[src/rtl/lfsr_share_ctrl_pkg.sv]
`default_nettype none
// ============================================================================
// Module   : lfsr_pkg
// Desc     : Shared types and reset defaults for the LFSR sharing controller.
// Revision : 1.0 - initial release
// ============================================================================
package lfsr_pkg;

  localparam int LFSR_W = 5;

  // x^5 + x^3 + 1, and a nonzero starting state
  localparam logic [LFSR_W-1:0] DEFAULT_TAPS = 5'b10100;
  localparam logic [LFSR_W-1:0] DEFAULT_SEED = 5'b00001;

  typedef enum logic [1:0] {
    SEED = 2'd0,
    IDLE = 2'd1,
    GEN  = 2'd2,
    RESP = 2'd3
  } state_e;

endpackage
`default_nettype wire

[src/rtl/lfsr_share_ctrl_rr_arbiter.sv]
`default_nettype none
// ============================================================================
// Module   : rr_arbiter
// Desc     : Round-robin arbiter. Grants the first requester at or after the
//            pointer (wrapping), and moves the pointer past the winner when a
//            grant is actually issued.
// Revision : 1.0 - initial release
// ============================================================================
module rr_arbiter
  import lfsr_pkg::*;
#(
  parameter int NUM_REQ = 4,
  parameter int IDX_W   = $clog2(NUM_REQ)
) (
  input  logic               clk,
  input  logic               rst,
  input  logic [NUM_REQ-1:0] req,
  input  logic               enable,
  output logic [NUM_REQ-1:0] grant,
  output logic [IDX_W-1:0]   grant_idx
);

  logic [IDX_W-1:0] ptr_q, ptr_d;
  logic             hi_found;
  logic [IDX_W-1:0] hi_idx;
  logic [IDX_W-1:0] lo_idx;

  // Pick lowest set index >= pointer, else lowest set index overall
  always_comb begin
    hi_found = 1'b0;
    hi_idx   = '0;
    lo_idx   = '0;
    for (int i = NUM_REQ - 1; i >= 0; i--) begin
      if (req[i]) begin
        lo_idx = IDX_W'(i);
        if (IDX_W'(i) >= ptr_q) begin
          hi_found = 1'b1;
          hi_idx   = IDX_W'(i);
        end
      end
    end
    grant_idx = hi_found ? hi_idx : lo_idx;
    grant     = '0;
    ptr_d     = ptr_q;
    if (enable && (|req)) begin
      grant[grant_idx] = 1'b1;
      ptr_d = (grant_idx == IDX_W'(NUM_REQ - 1)) ? '0 : grant_idx + IDX_W'(1);
    end
  end

  // Pointer register
  always_ff @(posedge clk) begin
    if (rst) begin
      ptr_q <= '0;
    end else begin
      ptr_q <= ptr_d;
    end
  end

endmodule
`default_nettype wire

[src/rtl/lfsr_share_ctrl.sv]
`default_nettype none
// ============================================================================
// Module   : lfsr_share_ctrl
// Desc     : Shares one LFSR among NUM_REQ requesters. Each granted request
//            advances the LFSR WORD_W times, collects the serial output LSB
//            first and returns the word tagged with the requester id.
//            Optional build macro LFSR_ZERO_GUARD_EN: a zero LFSR state seen
//            while generating reseeds the LFSR and sets sticky zero_lock_err.
// Revision : 1.0 - initial release
// ============================================================================
module lfsr_share_ctrl #(
  parameter int                             NUM_REQ      = 4,
  parameter int                             WORD_W       = 8,
  parameter int                             LFSR_W       = lfsr_pkg::LFSR_W,
  parameter logic [lfsr_pkg::LFSR_W-1:0]    DEFAULT_TAPS = lfsr_pkg::DEFAULT_TAPS,
  parameter logic [lfsr_pkg::LFSR_W-1:0]    DEFAULT_SEED = lfsr_pkg::DEFAULT_SEED,
  parameter int                             ID_W         = $clog2(NUM_REQ)
) (
  input  logic               clk,
  input  logic               rst,
  input  logic [NUM_REQ-1:0] req_valid,
  output logic [NUM_REQ-1:0] req_grant,
  output logic               rsp_valid,
  input  logic               rsp_ready,
  output logic [ID_W-1:0]    rsp_id,
  output logic [WORD_W-1:0]  rsp_data,
  input  logic               cfg_valid,
  output logic               cfg_ready,
  input  logic [LFSR_W-1:0]  cfg_seed,
  input  logic [LFSR_W-1:0]  cfg_taps,
  output logic               lfsr_reinit,
  output logic               lfsr_advance,
  output logic [LFSR_W-1:0]  lfsr_init_state,
  output logic [LFSR_W-1:0]  lfsr_taps,
  input  logic               lfsr_out,
  input  logic [LFSR_W-1:0]  lfsr_state
`ifdef LFSR_ZERO_GUARD_EN
  ,
  output logic               zero_lock_err
`endif
);

  import lfsr_pkg::*;

  localparam int CNT_W = $clog2(WORD_W) + 1;

  state_e             state_q, state_d;
  logic [LFSR_W-1:0]  seed_q, seed_d;
  logic [LFSR_W-1:0]  taps_q, taps_d;
  logic [ID_W-1:0]    id_q, id_d;
  logic [CNT_W-1:0]   cnt_q, cnt_d;
  logic [WORD_W-1:0]  data_q, data_d;
  logic               zero_err_q, zero_err_d;

  logic               arb_en;
  logic [NUM_REQ-1:0] arb_grant;
  logic [ID_W-1:0]    arb_idx;

  rr_arbiter #(
    .NUM_REQ (NUM_REQ),
    .IDX_W   (ID_W)
  ) u_arb (
    .clk       (clk),
    .rst       (rst),
    .req       (req_valid),
    .enable    (arb_en),
    .grant     (arb_grant),
    .grant_idx (arb_idx)
  );

`ifdef LFSR_ZERO_GUARD_EN
  assign zero_lock_err = zero_err_q;
`else
  // State is only inspected by the zero guard
  logic unused_state;
  assign unused_state = ^{lfsr_state, zero_err_q};
`endif

  assign lfsr_init_state = seed_q;
  assign lfsr_taps       = taps_q;
  assign rsp_data        = data_q;
  assign rsp_id          = id_q;
  assign req_grant       = arb_grant;

  // Next-state and output decode for the sequencer
  always_comb begin
    state_d      = state_q;
    seed_d       = seed_q;
    taps_d       = taps_q;
    id_d         = id_q;
    cnt_d        = cnt_q;
    data_d       = data_q;
    zero_err_d   = zero_err_q;
    arb_en       = 1'b0;
    cfg_ready    = 1'b0;
    rsp_valid    = 1'b0;
    lfsr_reinit  = 1'b0;
    lfsr_advance = 1'b0;
    case (state_q)
      SEED: begin
        lfsr_reinit = 1'b1;
        state_d     = IDLE;
      end
      IDLE: begin
        if (cfg_valid) begin
          // A zero seed would lock the LFSR, so it is promoted to 1
          cfg_ready = 1'b1;
          seed_d    = (cfg_seed == '0) ? LFSR_W'(1) : cfg_seed;
          taps_d    = cfg_taps;
          state_d   = SEED;
        end else if (|req_valid) begin
          arb_en  = 1'b1;
          id_d    = arb_idx;
          cnt_d   = '0;
          state_d = GEN;
        end
      end
      GEN: begin
        lfsr_advance   = 1'b1;
        data_d[cnt_q]  = lfsr_out;
`ifdef LFSR_ZERO_GUARD_EN
        if (lfsr_state == '0) begin
          lfsr_advance  = 1'b0;
          lfsr_reinit   = 1'b1;
          data_d[cnt_q] = 1'b0;
          zero_err_d    = 1'b1;
        end
`endif
        cnt_d = cnt_q + CNT_W'(1);
        if (cnt_q == CNT_W'(WORD_W - 1)) begin
          state_d = RESP;
        end
      end
      RESP: begin
        rsp_valid = 1'b1;
        if (rsp_ready) begin
          state_d = IDLE;
        end
      end
      default: state_d = SEED;
    endcase
  end

  // State and datapath registers
  always_ff @(posedge clk) begin
    if (rst) begin
      state_q    <= SEED;
      seed_q     <= DEFAULT_SEED;
      taps_q     <= DEFAULT_TAPS;
      id_q       <= '0;
      cnt_q      <= '0;
      data_q     <= '0;
      zero_err_q <= 1'b0;
    end else begin
      state_q    <= state_d;
      seed_q     <= seed_d;
      taps_q     <= taps_d;
      id_q       <= id_d;
      cnt_q      <= cnt_d;
      data_q     <= data_d;
      zero_err_q <= zero_err_d;
    end
  end

endmodule
`default_nettype wire

[config.mk]
export PLATFORM = sky130hd
export DESIGN_NAME = lfsr_share_ctrl
export DESIGN_NICKNAME = d
export VERILOG_FILES = /design/src/rtl/lfsr_share_ctrl_pkg.sv /design/src/rtl/lfsr_share_ctrl_rr_arbiter.sv /design/src/rtl/lfsr_share_ctrl.sv
export SDC_FILE = /design/constraint.sdc
export NUM_CORES = 1
export LEC_CHECK = 0
export ABC_AREA = 1
export CORE_ASPECT_RATIO = 0.6
export CORE_UTILIZATION = 39
export DETAILED_ROUTE_END_ITERATION = 10
export GPL_ROUTABILITY_DRIVEN = 0
export PLACE_DENSITY_LB_ADDON = 0.15
export SKIP_CTS_REPAIR_TIMING = 1
export SLEW_MARGIN = 40
export SYNTH_ARGS = -nofsm -noshare
export SYNTH_HDL_FRONTEND = slang
export SYNTH_SLANG_ARGS = --single-unit
[constraint.sdc]
create_clock -name clk -period 2.2 [get_ports clk]
set_input_delay 0.55 -clock clk [delete_from_list [all_inputs] [get_ports clk]]
set_output_delay 0.55 -clock clk [all_outputs]
set_load 0.02 [all_outputs]
==> impl_metrics.json <==
{
  "result_of_the_run": "finished, violations left",
  "failed_checks": "negative setup slack",
  "drtAntennaViolNets": 0,
  "worst_slew_margin_rel_pct": 70.9,
  "grt-ovfl-total": 0,
  "largest_family_of_logic_cells_by_synthesized_area": "simple AND/OR/NAND/NOR gates",
  "capture_instance_of_the_worst_register_to_register_path": "state_q[1]$_SDFFE_PP0P_",
  "postSynthAreaPerCell_sq_um": 7.40,
  "finalHoldWorstSlack_ns": 0.470,
  "die_h_um": 48.9,
  "timing.final.ws_setup_ns": -0.0540,
  "ys_warn_count": 0,
  "critPathLaunchType": "flop",
  "endpoint_kind": "primary output",
  "critPathMaxFanout": 4,
  "setup_viol": 3,
  "placeableCoreArea_sq_um": 3360,
  "synthAdderAreaFrac_pct": 8.76,
  "leakage_nw": 0.946,
  "wirelength_um": 3570,
  "tightestPinTransition_ns": 0.437,
  "max_freq_mhz": 444,
  "placement.io_buffers": 46,
  "floorplan.initialDensity_pct": 42.4,
  "crit_type": "reg2out",
  "power_density_over_the_cells_nw_per_um2": 730,
  "first_iter_violations": 78,
  "synth_xor_xnor_area_share_pct": 0,
  "post-route-drc-count": 0,
  "clk_root_buffer_cell": "sky130_fd_sc_hd__clkbuf_8",
  "dpl_worst_slack_ns": -0.925,
  "diodes": 0,
  "worst_setup_path_start": "u_arb.ptr_q[1]$_SDFFE_PP0P_",
  "final_cells": 305,
  "cts_tree": "done",
  "power.ir.vdd_worst_mv": 0.518,
  "final.fill_count": 298,
  "cts_max_level": 1,
  "worstReg2RegStart": "state_q[0]$_SDFFE_PP0P_",
  "count_of_different_cell_masters_after_synthesis": 28,
  "post_synth_mux_area_share_pct": 0,
  "synthesis.instances": 193,
  "fraction_of_the_mapped_netlist_area_in_compound_gates_pct": 20.0,
  "synth_area_sq_um": 1430,
  "synthToLayoutAreaGrowth_pct": 52.6,
  "drtPass1Iterations": 4,
  "worstRegToRegCells": 9,
  "timing.critical_path.to": "req_grant[1]",
  "fin_crit_sh_pct": 102,
  "synth-seq-cells": 28,
  "die_width_um": 80.1,
  "boundaryPins": 52,
  "timing.final.crit_period_ns": 2.25,
  "syn_nets": 227,
  "timing.hold.worst.class": "reg2reg",
  "layout_common_cells": "sky130_fd_sc_hd__clkdlybuf4s50_1, sky130_fd_sc_hd__nor2_1, sky130_fd_sc_hd__dfxtp_1, sky130_fd_sc_hd__buf_4",
  "cp.required_ns": 1.65,
  "total_die_area_sq_um": 3910,
  "synthesized_area_fraction_occupied_by_and_or_nand_nor_cells_pct": 22.4,
  "reg2reg_setup_slack_ns": 0.55,
  "clk_transition_reported_paths_ns": 0.09,
  "cts-root-to-sink-buffers": 2,
  "drv_slew": 0,
  "grt_start_max_net_pins": 17,
  "final.setup_skew_ns": 0.00428,
  "clk_latency_worst_skew_pair_ns": 0.27,
  "detailedPlacementHpwl_um": 2660,
  "rsz0062_at_grt": "yes",
  "synth_seq_area_share_pct": 39.3,
  "num_rows": 16,
  "cp.arrival_ns": 1.70,
  "first_global_vias": 1286,
  "setup-tns-final_ns": -0.0928,
  "clkSinkCount": 28,
  "route.detailed.wl_per_inst_um": 11.7,
  "global_route_wire_length_before_repair_um": 5960,
  "leading_cell_type_in_the_layout_fill_and_taps_excluded": "sky130_fd_sc_hd__clkdlybuf4s50_1",
  "num_vias": 1417,
  "dp_cells": 297,
  "routed_via_density": 4.65,
  "cap_violations": 0,
  "drive_above_1_share_pct": 26.2,
  "tritoncts.num_buffers": 3,
  "layout.nets": 295,
  "timing.final.hold_violations": 0,
  "antenna_found_initial": 0,
  "globalRouteTotalUtil_pct": 19.5
}
==> synthesized netlist by cell type <==
cell	instances	area [sq um]
sky130_fd_sc_hd__nand3_1	11	55.1
sky130_fd_sc_hd__clkbuf_1	4	15.0
sky130_fd_sc_hd__dfxtp_1	28	561
sky130_fd_sc_hd__buf_2	1	5.00
sky130_fd_sc_hd__clkinv_1	2	7.51
sky130_fd_sc_hd__a21oi_2	1	8.76
sky130_fd_sc_hd__a21oi_1	18	90.1
sky130_fd_sc_hd__o21ai_2	1	8.76
sky130_fd_sc_hd__nand2_4	1	11.3
sky130_fd_sc_hd__nor4_1	1	6.26
sky130_fd_sc_hd__o21a_1	1	7.51
sky130_fd_sc_hd__nor3_1	1	5.00
sky130_fd_sc_hd__inv_1	22	82.6
sky130_fd_sc_hd__a211oi_2	1	12.5
sky130_fd_sc_hd__nor3_4	1	16.3
sky130_fd_sc_hd__inv_2	7	26.3
sky130_fd_sc_hd__nand4_1	1	6.26
sky130_fd_sc_hd__o22ai_1	1	6.26
sky130_fd_sc_hd__o21ai_1	13	65.1
sky130_fd_sc_hd__o211ai_1	2	15.0
sky130_fd_sc_hd__nor2_4	1	11.3
sky130_fd_sc_hd__o21ai_4	1	16.3
sky130_fd_sc_hd__nand4_2	1	12.5
sky130_fd_sc_hd__nor2_1	30	113
sky130_fd_sc_hd__o21ai_0	11	55.1
sky130_fd_sc_hd__ha_1	10	125
sky130_fd_sc_hd__nand2_1	19	71.3
sky130_fd_sc_hd__nor2_2	2	12.5
==> routing by layer <==
layer	GRT usage, %	wire (um)	share of wire [%]	vias to the layer above
li1	-	-	-	763
met1	30.2	1950	55	616
met2	27.1	1430	40	33
met3	4.49	174	4.9	5
met4	3.57	21	0.59	0
met5	0	0	0	-
==> state kept, by name, indices dropped and copies added (netlist names) <==
register,count
cnt_q,4
lfsr_taps,5
rsp_data,8
u_arb.ptr_q,2
lfsr_init_state,5
rsp_id,2
state_q,2
==> cells by family after synthesis <==
kind of cell             Yosys count
AND/OR/NAND/NOR                   69
AO/OA/AOI/OAI                     50
buffers and inverters             36
flip-flops                        28
adder cells (fa/ha/maj)           10
==> power by group <==
part           switching, mW  leakage, nW  internal [mW]
registers             0.0530        0.230          0.573
clock network          0.156       0.0288          0.160
logic                  0.358        0.688          0.289
total                  0.567        0.946           1.02
==> how the worst min path moves through the flow <==
stage,start,end,cells past startpoint
6_report,rsp_data[7]$_SDFFE_PP0P_,rsp_data[7]$_SDFFE_PP0P_,2
5_1_grt,rsp_data[7]$_SDFFE_PP0P_,rsp_data[7]$_SDFFE_PP0P_,2
4_1_cts,rsp_data[7]$_SDFFE_PP0P_,rsp_data[7]$_SDFFE_PP0P_,2
3_5_place_dp,rsp_data[7]$_SDFFE_PP0P_,rsp_data[7]$_SDFFE_PP0P_,2
3_3_place_gp,rsp_data[7]$_SDFFE_PP0P_,rsp_data[7]$_SDFFE_PP0P_,2
2_1_floorplan,state_q[1]$_SDFFE_PP0P_,state_q[1]$_SDFFE_PP0P_,2
==> layout make-up <==
| type | instances | area, sq um | share of cell area, % |
|---|---|---|---|
| Tap cell | 45 | 56.3 | 2.58 |
| Sequential cell | 28 | 566 | 26.0 |
| Timing Repair Buffer | 68 | 608 | 27.9 |
| Multi-Input combinational cell | 129 | 774 | 35.6 |
| Inverter | 31 | 119 | 5.46 |
| Clock buffer | 4 | 55.1 | 2.53 |
==> worst max-delay path: stages (launching register included) <==
cell and delay, ns:
sky130_fd_sc_hd__dfxtp_4 0.38, sky130_fd_sc_hd__nand2_2 0.05, sky130_fd_sc_hd__nand2_2 0.09, sky130_fd_sc_hd__o211ai_1 0.09, sky130_fd_sc_hd__a21oi_1 0.17, sky130_fd_sc_hd__nand2_2 0.11, sky130_fd_sc_hd__nand2_4 0.09, sky130_fd_sc_hd__inv_4 0.04
sky130_fd_sc_hd__ha_1 0.18, sky130_fd_sc_hd__inv_1 0.05, sky130_fd_sc_hd__nor2_1 0.03, sky130_fd_sc_hd__buf_4 0.15
==> through the flow <==
stage,power (mW),cell area [sq um],util [%]
2_1_floorplan,0.990,1430,-
3_3_place_gp,1.24,2060,61.2
3_5_place_dp,1.25,2060,61.2
4_1_cts,1.58,2110,62.9
5_1_grt,1.70,2180,64.8
6_report,1.59,2180,64.8
Power figures use the tool's default switching activity.
==> patch (same settings) <==
Add a define of `LFSR_ZERO_GUARD_EN`.
--- a/src/rtl/lfsr_share_ctrl.sv
+++ b/src/rtl/lfsr_share_ctrl.sv
@@ -9,4 +9,6 @@
 // Revision : 1.0 - initial release
 // ============================================================================
+`define LFSR_ZERO_GUARD_EN
+
 module lfsr_share_ctrl #(
   parameter int                             NUM_REQ      = 4,
Formal check against the unedited RTL (old outputs only; new: zero_lock_err): not equivalent (Yosys sat finds a counterexample within 4 cycles, from zero or initial values and one cycle with rst high).
==> patch against the unedited design <==
First-iteration DRC count is 38% lower; setup slack improved by 120 ps; sequential power fell by 5.6%; critical path depth shrank 6; largest cell class unchanged; final area up 5.2%; total power barely moved; synthesized area increased by 3.7%; clock skew barely moved; register-to-register slack worse by 80 ps; non-clock buffer count increased by 2; sequential cell count rose by 1; wire length rose by 2.4%.
==> patch: results (changes against the unedited design) <==
GRT_FIRST_PASS_WIRELENGTH_MICRONS=6200  # +4.1%
WORST_PATH_LARGEST_CELL_DELAY_PS=480  # +100 ps
MET1_USAGE_PCT=28.8  # -1.4 points
WORSTSETUPSTARTPOINT='cfg_valid'
FINAL_NETS=314  # +6.4%
MAXIMUM_FANOUT_ALONG_THE_WORST_PATH=5  # +1
SYNTH_AREA_LEADERS='sky130_fd_sc_hd__dfxtp_1, sky130_fd_sc_hd__ha_1, sky130_fd_sc_hd__nand2_1, sky130_fd_sc_hd__nor2_1, sky130_fd_sc_hd__a21oi_1'
DP_CELL_COUNT=315  # +6.1%
SLOWEST_CELL_ON_THE_CRITICAL_PATH='sky130_fd_sc_hd__clkdlybuf4s50_1'
FINALHOLDWORSTSLACK_PS=451  # -18.9 ps
CTS.CLK_SLEW.WORST_PATHS_PS=70  # -20 ps
SYN_AREA_PER_CELL_SQ_UM=7.12  # -3.8%
INSTANCES_NO_FILL=325  # +6.6%
NUM-FILL-CELLS=312  # +4.7%
TRACK_USAGE_PCT=20.0  # +0.54 points
SKEW_PS=4.51  # +0.227 ps
DRT_ITER0_MARKERS=48  # -38%
PROPORTION_OF_LAYOUT_CELLS_WITH_A_DRIVE_SUFFIX_ABOVE_1_PCT=19.3  # -6.9 points
CRITICAL-PATH-TOP-DELAY-FAMILY='buffers and inverters'
OUTCOME='completed'
FMAX_GHz=0.469  # +5.7%
CRITPATHCAPTURE='req_grant[0]'
GRT_MAX_DEGREE=22  # +5
HOLD_PATH_STARTPOINT='zero_lock_err'
GRT_PASS1_VIAS=1437  # +12%
MAX_SLEW.WORST_PIN.SLEW_PS=323  # -113 ps
DP_HPWL_MICRONS=2750  # +3.5%
AVGVIACOUNTPERCELL=4.69  # +1.0%
WORST-R2R-SETUP-SLACK_PS=470  # -80 ps
ROUTEDWLPERCELL_MICRONS=11.2  # -3.9%
YS_TYPES=22  # -21%
NETLIST_TOP_CELLS_COUNT='sky130_fd_sc_hd__nand2_1, sky130_fd_sc_hd__nor2_1, sky130_fd_sc_hd__dfxtp_1'
GRTUSAGEMET3_PCT=6.85  # +2.4 points
WORST-ENDPOINT-ARRIVAL_PS=1580  # -120 ps
MAX-VDD-IR-DROP_mV=0.447  # -14%
==> patch: cell families after synthesis <==
kind of cell             Yosys count  share of synthesized area [%]
adder cells (fa/ha/maj)           11                           9.30
buffers and inverters             35                           10.7
AND/OR/NAND/NOR                   88                           25.3
flip-flops                        29                           39.2
AO/OA/AOI/OAI                     45                           15.5
==> patch: metal layers <==
metal  part of all wire, %  wire length [microns]
met5                     0                      0
met1                    50                   1830
met3                   7.4                    271
met4                   1.5                     53
met2                    41                   1500
==> patch: cell type report <==
class	instances	area, sq um	share of cell area (%)
Clock inverter	1	30.0	1.31
Tap cell	45	56.3	2.46
Clock buffer	7	86.3	3.77
Multi-Input combinational cell	144	783	34.2
Timing Repair Buffer	70	639	27.9
Sequential cell	29	586	25.5
Inverter	29	111	4.86
==> patch: where the power goes <==
group	switching, mW	total [mW]	internal (mW)
registers	0.0264	0.591	0.564
logic	0.230	0.429	0.199
clock network	0.202	0.571	0.369
